### config.mk
export PLATFORM = sky130hd
export DESIGN_NAME = crossbar_switch_flat
export DESIGN_NICKNAME = d
export VERILOG_FILES = /design/src/rtl/crossbar_switch_if.sv /design/src/rtl/crossbar_switch.sv /design/src/flat_wrapper.sv
export SDC_FILE = /design/constraint.sdc
export NUM_CORES = 1
export LEC_CHECK = 0
export CORE_MARGIN = 5
export CORE_UTILIZATION = 30
export CTS_BUF_LIST = sky130_fd_sc_hd__clkbuf_8
export DETAILED_ROUTE_END_ITERATION = 6
export PLACE_DENSITY_LB_ADDON = 0.1
export RECOVER_POWER = 100
export SLEW_MARGIN = 30
export SYNTH_ARGS = -nofsm -noshare
export SYNTH_HDL_FRONTEND = slang
export SYNTH_SLANG_ARGS = --single-unit
export TNS_END_PERCENT = 50
### constraint.sdc
create_clock -name clk -period 2.8 [get_ports clk]
set_clock_uncertainty 0.05 [all_clocks]
set_input_delay 0.28 -clock clk [delete_from_list [all_inputs] [get_ports clk]]
set_output_delay 0.28 -clock clk [all_outputs]
set_load 0.01 [all_outputs]
### src/rtl/crossbar_switch_if.sv
// Request/payload bundle between the input ports and the crossbar,
// plus the registered outputs returned by the switch.
interface crossbar_switch_if #(
  parameter int N      = 4,
  parameter int M      = 4,
  parameter int DATA_W = 32,
  parameter int DEST_W = (M > 1) ? $clog2(M) : 1
);
  logic [N-1:0]             req;
  logic [N-1:0][DEST_W-1:0] dest;
  logic [N-1:0][DATA_W-1:0] data_in;
  logic [M-1:0][DATA_W-1:0] data_out;
  logic [N-1:0]             grant;

  modport master (
    output req,
    output dest,
    output data_in,
    input  data_out,
    input  grant
  );

  modport slave (
    input  req,
    input  dest,
    input  data_in,
    output data_out,
    output grant
  );
endinterface

### src/rtl/crossbar_switch.sv
// N x M crossbar with an independent round-robin arbiter per output;
// payload and grant are registered, one cycle of latency.
module crossbar_switch #(
  parameter int N      = 4,
  parameter int M      = 4,
  parameter int DATA_W = 32
) (
  input  logic            clk,
  input  logic            rst_n,
  crossbar_switch_if.slave bus
);
  localparam int DEST_W = (M > 1) ? $clog2(M) : 1;
  localparam int IDX_W  = (N > 1) ? $clog2(N) : 1;

  logic [M-1:0][IDX_W-1:0]  ptr;
  logic [M-1:0][IDX_W-1:0]  ptr_nxt;
  logic [M-1:0][IDX_W-1:0]  win;
  logic [M-1:0]             hit;
  logic [IDX_W-1:0]         cand;
  logic [M-1:0][DATA_W-1:0] data_nxt;
  logic [N-1:0]             grant_nxt;

  function automatic logic [IDX_W-1:0] wrap(
    input logic [IDX_W-1:0] p,
    input int               k
  );
    int s;
    s = int'(p) + k;
    if (s >= N) s = s - N;
    return IDX_W'(s);
  endfunction

  // Out-of-range dest never equals any j < M, so it is ignored.
  always_comb begin
    hit       = '0;
    win       = '0;
    cand      = '0;
    data_nxt  = '0;
    grant_nxt = '0;
    ptr_nxt   = ptr;
    for (int j = 0; j < M; j++) begin
      for (int k = 0; k < N; k++) begin
        cand = wrap(ptr[j], k);
        if (!hit[j] && bus.req[cand] &&
            bus.dest[cand] == DEST_W'(j)) begin
          hit[j] = 1'b1;
          win[j] = cand;
        end
      end
      if (hit[j]) begin
        data_nxt[j]       = bus.data_in[win[j]];
        grant_nxt[win[j]] = 1'b1;
        ptr_nxt[j]        = wrap(win[j], 1);
      end
    end
  end

  always_ff @(posedge clk or negedge rst_n) begin
    if (!rst_n) begin
      ptr          <= '0;
      bus.data_out <= '0;
      bus.grant    <= '0;
    end else begin
      ptr          <= ptr_nxt;
      bus.data_out <= data_nxt;
      bus.grant    <= grant_nxt;
    end
  end
endmodule

### src/flat_wrapper.sv
// flat-port wrapper written by rule: the top's interface ports become plain ports
module crossbar_switch_flat 
#(
  parameter int N      = 4,
  parameter int M      = 4,
  parameter int DATA_W = 32
)
  (clk, rst_n, bus_req, bus_dest, bus_data_in, bus_data_out, bus_grant);
  crossbar_switch_if #(.N(N), .M(M), .DATA_W(DATA_W)) bus_i ();
  input  logic clk;
  input  logic rst_n;
  input wire logic [$bits(bus_i.req)-1:0] bus_req;
  input wire logic [$bits(bus_i.dest)-1:0] bus_dest;
  input wire logic [$bits(bus_i.data_in)-1:0] bus_data_in;
  output wire logic [$bits(bus_i.data_out)-1:0] bus_data_out;
  output wire logic [$bits(bus_i.grant)-1:0] bus_grant;
  assign bus_i.req = bus_req;
  assign bus_i.dest = bus_dest;
  assign bus_i.data_in = bus_data_in;
  assign bus_data_out = bus_i.data_out;
  assign bus_grant = bus_i.grant;
  crossbar_switch #(.N(N), .M(M), .DATA_W(DATA_W)) u_core (.clk(clk), .rst_n(rst_n), .bus(bus_i));
endmodule
==> results of run 1 <==
[report_power, final]
part / internal, uW / switching (uW)
sequential: 2380 / 228
clock: 862 / 929
combinational: 1400 / 1510
[Yosys cell counts (3+ instances only)]
cell      instances
mux2_2           31
o21ai_0           7
o22ai_1          98
o221ai_1         18
buf_6             6
o21a_1            3
nor2b_1          16
dfrtp_1         140
o22a_1            3
o211ai_1          3
ha_1              8
nor4bb_1          3
and3b_1           8
clkbuf_1         38
nor3b_1           5
nand4b_1          4
nand3b_1          5
a221o_1          32
a221oi_1         15
or3b_1            3
nand2b_1          3
buf_2            25
nand2_1          11
a21oi_1          13
nor2_1           10
buf_4             6
a22oi_1           6
and3_1           34
inv_1             6
nand4_1           3
mux2i_1         177
o21ai_1           4
nand3_1           9
[state kept, by name, indices dropped and copies added, names as in the netlist]
register	flops
u_core.ptr	8
u_core.bus.grant	4
u_core.bus.data_out	128
[layout make-up]
| class | instances | area (um2) | share of cell area |
|---|---|---|---|
| multi-input cells | 554 | 4651 | 0.3759 |
| flip-flops and latches | 140 | 3505 | 0.2833 |
| repair buffers | 334 | 3298 | 0.2666 |
| well taps | 378 | 473.0 | 0.03823 |
| clock buffers | 19 | 261.5 | 0.02114 |
| clock inverters | 13 | 152.6 | 0.01234 |
| inverters | 7 | 26.28 | 0.002124 |
| diodes | 2 | 5.005 | 0.0004045 |
[worst max path at each step]
stage,cells after the start,slack [ps],startpoint,endpoint
global placement,9,-40,bus_req[0],u_core.bus.grant[0]$_DFF_PN0_
floorplan,11,570,bus_dest[5],u_core.bus.grant[0]$_DFF_PN0_
global route,3,90,rst_n,u_core.bus.data_out[83]$_DFF_PN0_
CTS,5,360,u_core.ptr[1]$_DFFE_PN0P_,u_core.bus.data_out[11]$_DFF_PN0_
detailed placement,9,-60,bus_req[0],u_core.bus.grant[0]$_DFF_PN0_
finish,7,210,bus_req[0],u_core.bus.data_out[95]$_DFF_PN0_
[layer usage]
layer,up-vias,part of all wire
met3,35,0.078
li1,3625,-
met4,4,0.015
met5,-,0.00080
met2,273,0.46
met1,3924,0.45
[per-stage QoR]
step	cell area, um2	power, uW	utilization	std cells	hold WS (ps)
after floorplan	8496	4090	-	776	-65.59
after global placement	12040	5733	0.4322	1412	224.4
after detailed placement	12040	5745	0.4322	1412	232.1
after CTS	12460	7577	0.4474	1445	297.0
after global routing	12370	7713	0.4441	1447	478.8
final	12370	7312	0.4441	1447	495.2
[cells by family (layout without fill, tap and decap cells)]
logic type               count (synthesis)  after routing  synth area share
AO/OA/AOI/OAI                          214            214            0.1838
flip-flops                             140            140            0.4124
AND/OR/NAND/NOR                        123            123           0.09323
buffers and inverters                   82            373           0.04786
adder cells (fa/ha/maj)                  8              8           0.01178
multiplexers                           209            209            0.2510
other                                    0              2                 0
[worst max-delay path, cell delays in order]
cell and delay, ps:
dlygate4sd3_1 690, and3b_1 300, a21boi_0 180, o22a_1 370, clkbuf_1 360, mux2_2 380, a221o_1 310
[what timing repair did]
action / 4_1_cts / 5_1_grt
endpoints found under the hold margin: 47 / 0
hold buffers: 1 / 0
setup endpoints to repair: 0 / 0
==> metrics.cfg, run 1 <==
[worst_setup_path]
arrival_ps=2880
reg2reg_depth=5
critPathMaxFanout=13
crit_type=input pin to flop
end_kind=flop
r2r-end=u_core.bus.data_out[17]$_DFF_PN0_
r2r_slack_ps=360
crit_required_ps=3080
setup.worst_path.start_class=input pin
worstReg2RegStart=u_core.ptr[1]$_DFFE_PN0P_

[floorplanning]
num_io_pins=274
die-area_um2=31780
placementRows=61
die_y_um=178.3
chipWidth_um=178.3
coreArea_um2=27860
start_util=0.3050

[route]
antenna_left=0
drt_iter0_drc=443
drt-total-wl_um=33840
routedWlPerCell_um=23.38
drc=0
vias=7861
viasPerCell=5.433
first_pass_iters=5

[sta]
clock.fmax_mhz=385.7
tightestPinTransition_ps=1365
setup_tns_ps=0
rsz0062_at_grt=false
timing.final.crit_period_ps=2593
slew_headroom=0.08991
fin_ws_ps=207.3
hold_violations=0
period_share=0.9260
setup_viol=0
drv_slew=0

[synth]
synth_area_leaders=dfrtp_1 41%, mux2i_1 21%, o22ai_1 7.2%, mux2_2 4.1%, a221o_1 3.8%
synth_top_cell_area_share=0.4124
synthesis.nets=926
synthFlopType=dfrtp_1
ys_seq_elements=140
synth_top_cell_by_area=dfrtp_1
synthCells=776
ys_warn_count=0
netlist_area_um2=8496
ys_async_sr_fraction=1.000
seq_area_frac_synth=0.4124
ys_types=50
syn_avg_cell_area_um2=10.95
synth_edf_count=0

[place]
place_hpwl_um=23740
io_buffers=273
place_congestion=0.8614
pre_cts_ws_ps=-63.25

[power_and_ir_drop]
p_leak_uw=0.005697
ir_worst_vdd_mv=0.2923
power.density_nw_per_um2=591.0

[global_route]
top_usage_layer=met2
met3_usage=0.06189
grt_util_met2=0.3320
gr-total-overflow=0
grt_max_degree=56
antenna_found_initial=4
groute.usage.overall=0.2078
grt_pass1_wl_um=50670
grt_pass1_vias=8271
use_met1=0.2753

[cts]
clock_latency_ps=460
cts_tree=yes
cts_setup_buffers=0
cts_buffer_depth=2
numClockSinks=140
htreeDepth=4
cts_root_buf=clkbuf_8
cts_resized=0
cts_buffers=17
clk_pin_slew_worst_paths_ps=100

[status]
status=complete, no violations

[worst_hold_path]
worstHoldStart=bus_data_in[66]
hold_depth=3
hold_path.class=input pin to flop
hold_end=u_core.bus.data_out[98]$_DFF_PN0_

[final_layout]
fill_cells=2675
area_growth_pct=45.63
mostFrequentLayoutCells=177 x mux2i_1, 139 x dfrtp_1, 137 x clkdlybuf4s50_1, 136 x dlygate4sd3_1, 97 x o22ai_1
final_nets=1204
layout_commonest_cell=mux2i_1
drive_gt1_frac=0.1246

[run]
maxCapViolCount=0

No activity file was read; power rests on OpenSTA's default activity.
==> run 2: changes to the inputs <==
--- a/config.mk
+++ b/config.mk
@@ -9,6 +9,7 @@
 export CORE_UTILIZATION = 30
 export CTS_BUF_LIST = sky130_fd_sc_hd__clkbuf_8
 export DETAILED_ROUTE_END_ITERATION = 6
+export MAX_ROUTING_LAYER = met4
 export PLACE_DENSITY_LB_ADDON = 0.1
 export RECOVER_POWER = 100
 export SLEW_MARGIN = 30
==> run 2 against run 1 <==
Critical path depth did not move; flip-flop and latch count did not move; die area did not move; clock power barely moved; combinational power barely moved; setup slack got worse by 4.1 ps; largest power group unchanged.
==> metrics.cfg, run 2 (synthesized netlist as in run 1, its figures left out) <==
[status]
status=complete, no violations  ; unchanged

[place]
io_buffers=273  ; unchanged
place_congestion=0.8753  ; was 0.8614
place_hpwl_um=23740  ; unchanged

[worst_setup_path]
cp.depth=7  ; unchanged
crit_required_ps=3080  ; about the same
critPathBufInv=2  ; unchanged
crit_type=input pin to flop  ; unchanged
setup.worst_path.start_class=input pin  ; unchanged
crit_path_cell_trace=dlygate4sd3_1, and3b_1, a21boi_0, o22a_1, clkbuf_4, mux2_2, a221o_1  ; was dlygate4sd3_1, and3b_1, a21boi_0, o22a_1, clkbuf_1, mux2_2, a221o_1
reg2reg_depth=5  ; unchanged
arrival_ps=2880  ; about the same
critPathMaxStageDelay_ps=690  ; about the same
worstReg2RegStart=u_core.ptr[1]$_DFFE_PN0P_  ; unchanged
cp_slowest_cell=dlygate4sd3_1  ; unchanged
cp-startpoint=bus_req[0]  ; unchanged
end_kind=flop  ; unchanged
path_delay_family=buffers and inverters  ; unchanged
critPathMaxFanout=26  ; was 13

[global_route]
grt_pass1_wl_um=50650  ; was 50670 um
gr-total-overflow=0  ; unchanged
grt_max_degree=56  ; unchanged
antenna_found_initial=4  ; unchanged
grt_pass1_vias=8267  ; was 8271
groute.usage.overall=0.2141  ; was 0.2078

[power_and_ir_drop]
power.density_nw_per_um2=590.8  ; was 591.0 nW/um2
ir_worst_vdd_mv=0.2910  ; was 0.2923 mV
p_leak_uw=0.005692  ; was 0.005697 uW

[cts]
cts_buffers=17  ; unchanged
numClockSinks=140  ; unchanged
clk_pin_slew_worst_paths_ps=100  ; about the same
clock_latency_ps=460  ; about the same
cts_resized=0  ; unchanged
htreeDepth=4  ; unchanged
cts_buffer_depth=2  ; unchanged
cts_root_buf=clkbuf_8  ; unchanged
cts_tree=yes  ; unchanged

[run]
maxCapViolCount=0  ; unchanged

[route]
drt-total-wl_um=33760  ; was 33840 um
first_pass_iters=5  ; unchanged
routedWlPerCell_um=23.30  ; was 23.38 um
vias=7839  ; was 7861
antenna_left=0  ; unchanged
drc=0  ; unchanged
drt_iter0_drc=465  ; was 443
viasPerCell=5.410  ; was 5.433

[final_layout]
final_util=0.4437  ; was 0.4441
drive_gt1_frac=0.1246  ; unchanged
mostFrequentLayoutCells=177 x mux2i_1, 139 x dfrtp_1, 137 x clkdlybuf4s50_1, 136 x dlygate4sd3_1, 97 x o22ai_1  ; unchanged
fill_cells=2679  ; was 2675
largestRegisters=u_core.bus.data_out: 128 flops, u_core.ptr: 8 flops, u_core.bus.grant: 4 flops  ; unchanged
area_growth_pct=45.51  ; was 45.63%
largest_reg_flops=128  ; unchanged
final_nets=1204  ; unchanged
regMostFlops=u_core.bus.data_out  ; unchanged
layout_commonest_cell=mux2i_1  ; unchanged

[sta]
hold_violations=0  ; unchanged
whs_ps=496.4  ; was 495.2 ps
period_share=0.9275  ; was 0.9260
tightestPinTransition_ps=1370  ; was 1365 ps
rsz0062_at_grt=false  ; unchanged
drv_slew=0  ; unchanged
slew_headroom=0.08647  ; was 0.08991
setup_viol=0  ; unchanged
clock.fmax_mhz=385.1  ; was 385.7 MHz
timing.final.crit_period_ps=2597  ; was 2593 ps

[floorplanning]
num_io_pins=274  ; unchanged
chipWidth_um=178.3  ; unchanged
placementRows=61  ; unchanged
coreArea_um2=27860  ; unchanged
die_y_um=178.3  ; unchanged
start_util=0.3050  ; unchanged
die-area_um2=31780  ; unchanged

[worst_hold_path]
worstHoldStart=bus_data_in[74]  ; was bus_data_in[66]
hold_depth=3  ; unchanged
hold_path.class=input pin to flop  ; unchanged

[run 2: cell count changes in the layout (fill, tap and decap cells not counted), sizes merged]
cell	previous run	this run
clkbuf	32	34
diode	2	4
buf	48	46
[run 2: through the flow]
stage	setup slack, ps	cells	power [uW]	instance area (um2)	setup TNS, ps
6_report	203.1	1449	7303	12360	0
5_1_grt	86.59	1449	7709	12360	0
4_1_cts	356.6	1445	7577	12460	0
3_5_place_dp	-63.25	1412	5745	12040	-132.6
3_3_place_gp	-38.16	1412	5733	12040	-81.53
2_1_floorplan	573.9	776	4090	8496	0
[run 2: what timing repair did]
action	CTS	global route
buffers inserted	0	0
hold endpoints to repair	47	0
hold buffers	1	0
[run 2: path summary, 6_finish.rpt]
kind / endpoint / slack, ps
min in group asynchronous: u_core.bus.data_out[59]$_DFF_PN0_ / 620
worst min-delay path: u_core.bus.data_out[42]$_DFF_PN0_ / 500
worst min register to register: u_core.ptr[6]$_DFFE_PN0P_ / 550
worst max-delay path: u_core.bus.data_out[83]$_DFF_PN0_ / 200
worst max register to register: u_core.bus.data_out[23]$_DFF_PN0_ / 370
max in group asynchronous: u_core.bus.data_out[83]$_DFF_PN0_ / 480
[run 2: metal layers]
layer  up-vias  wire length (um)  GRT usage
met5         -                 0          -
met4         0               559    0.05916
met3        42              2635    0.05850
met2       287             15550     0.3318
met1      3883             15010     0.2772
li1       3627                 -          -
[run 2: tightest hold or removal path, stage by stage]
cell	delay, ps
clkdlybuf4s50_1	460
mux2i_1	140
o22ai_1	90
[run 2: cell type report]
cell class | instances | area, um2 | share of cell area
diodes | 4 | 10.01 | 0.0008097
clock buffers | 19 | 261.5 | 0.02115
clock inverters | 13 | 152.6 | 0.01235
inverters | 7 | 26.28 | 0.002125
multi-input cells | 554 | 4651 | 0.3762
flip-flops and latches | 140 | 3505 | 0.2835
well taps | 378 | 473.0 | 0.03826
repair buffers | 334 | 3283 | 0.2656
[run 2: power by group]
| group | internal (uW) | switching (uW) | leakage [uW] |
|---|---|---|---|
| clock network | 862 | 931 | 0.000206 |
| registers | 2380 | 228 | 0.00179 |
| logic | 1400 | 1500 | 0.00369 |
| total | 4640 | 2660 | 0.00569 |
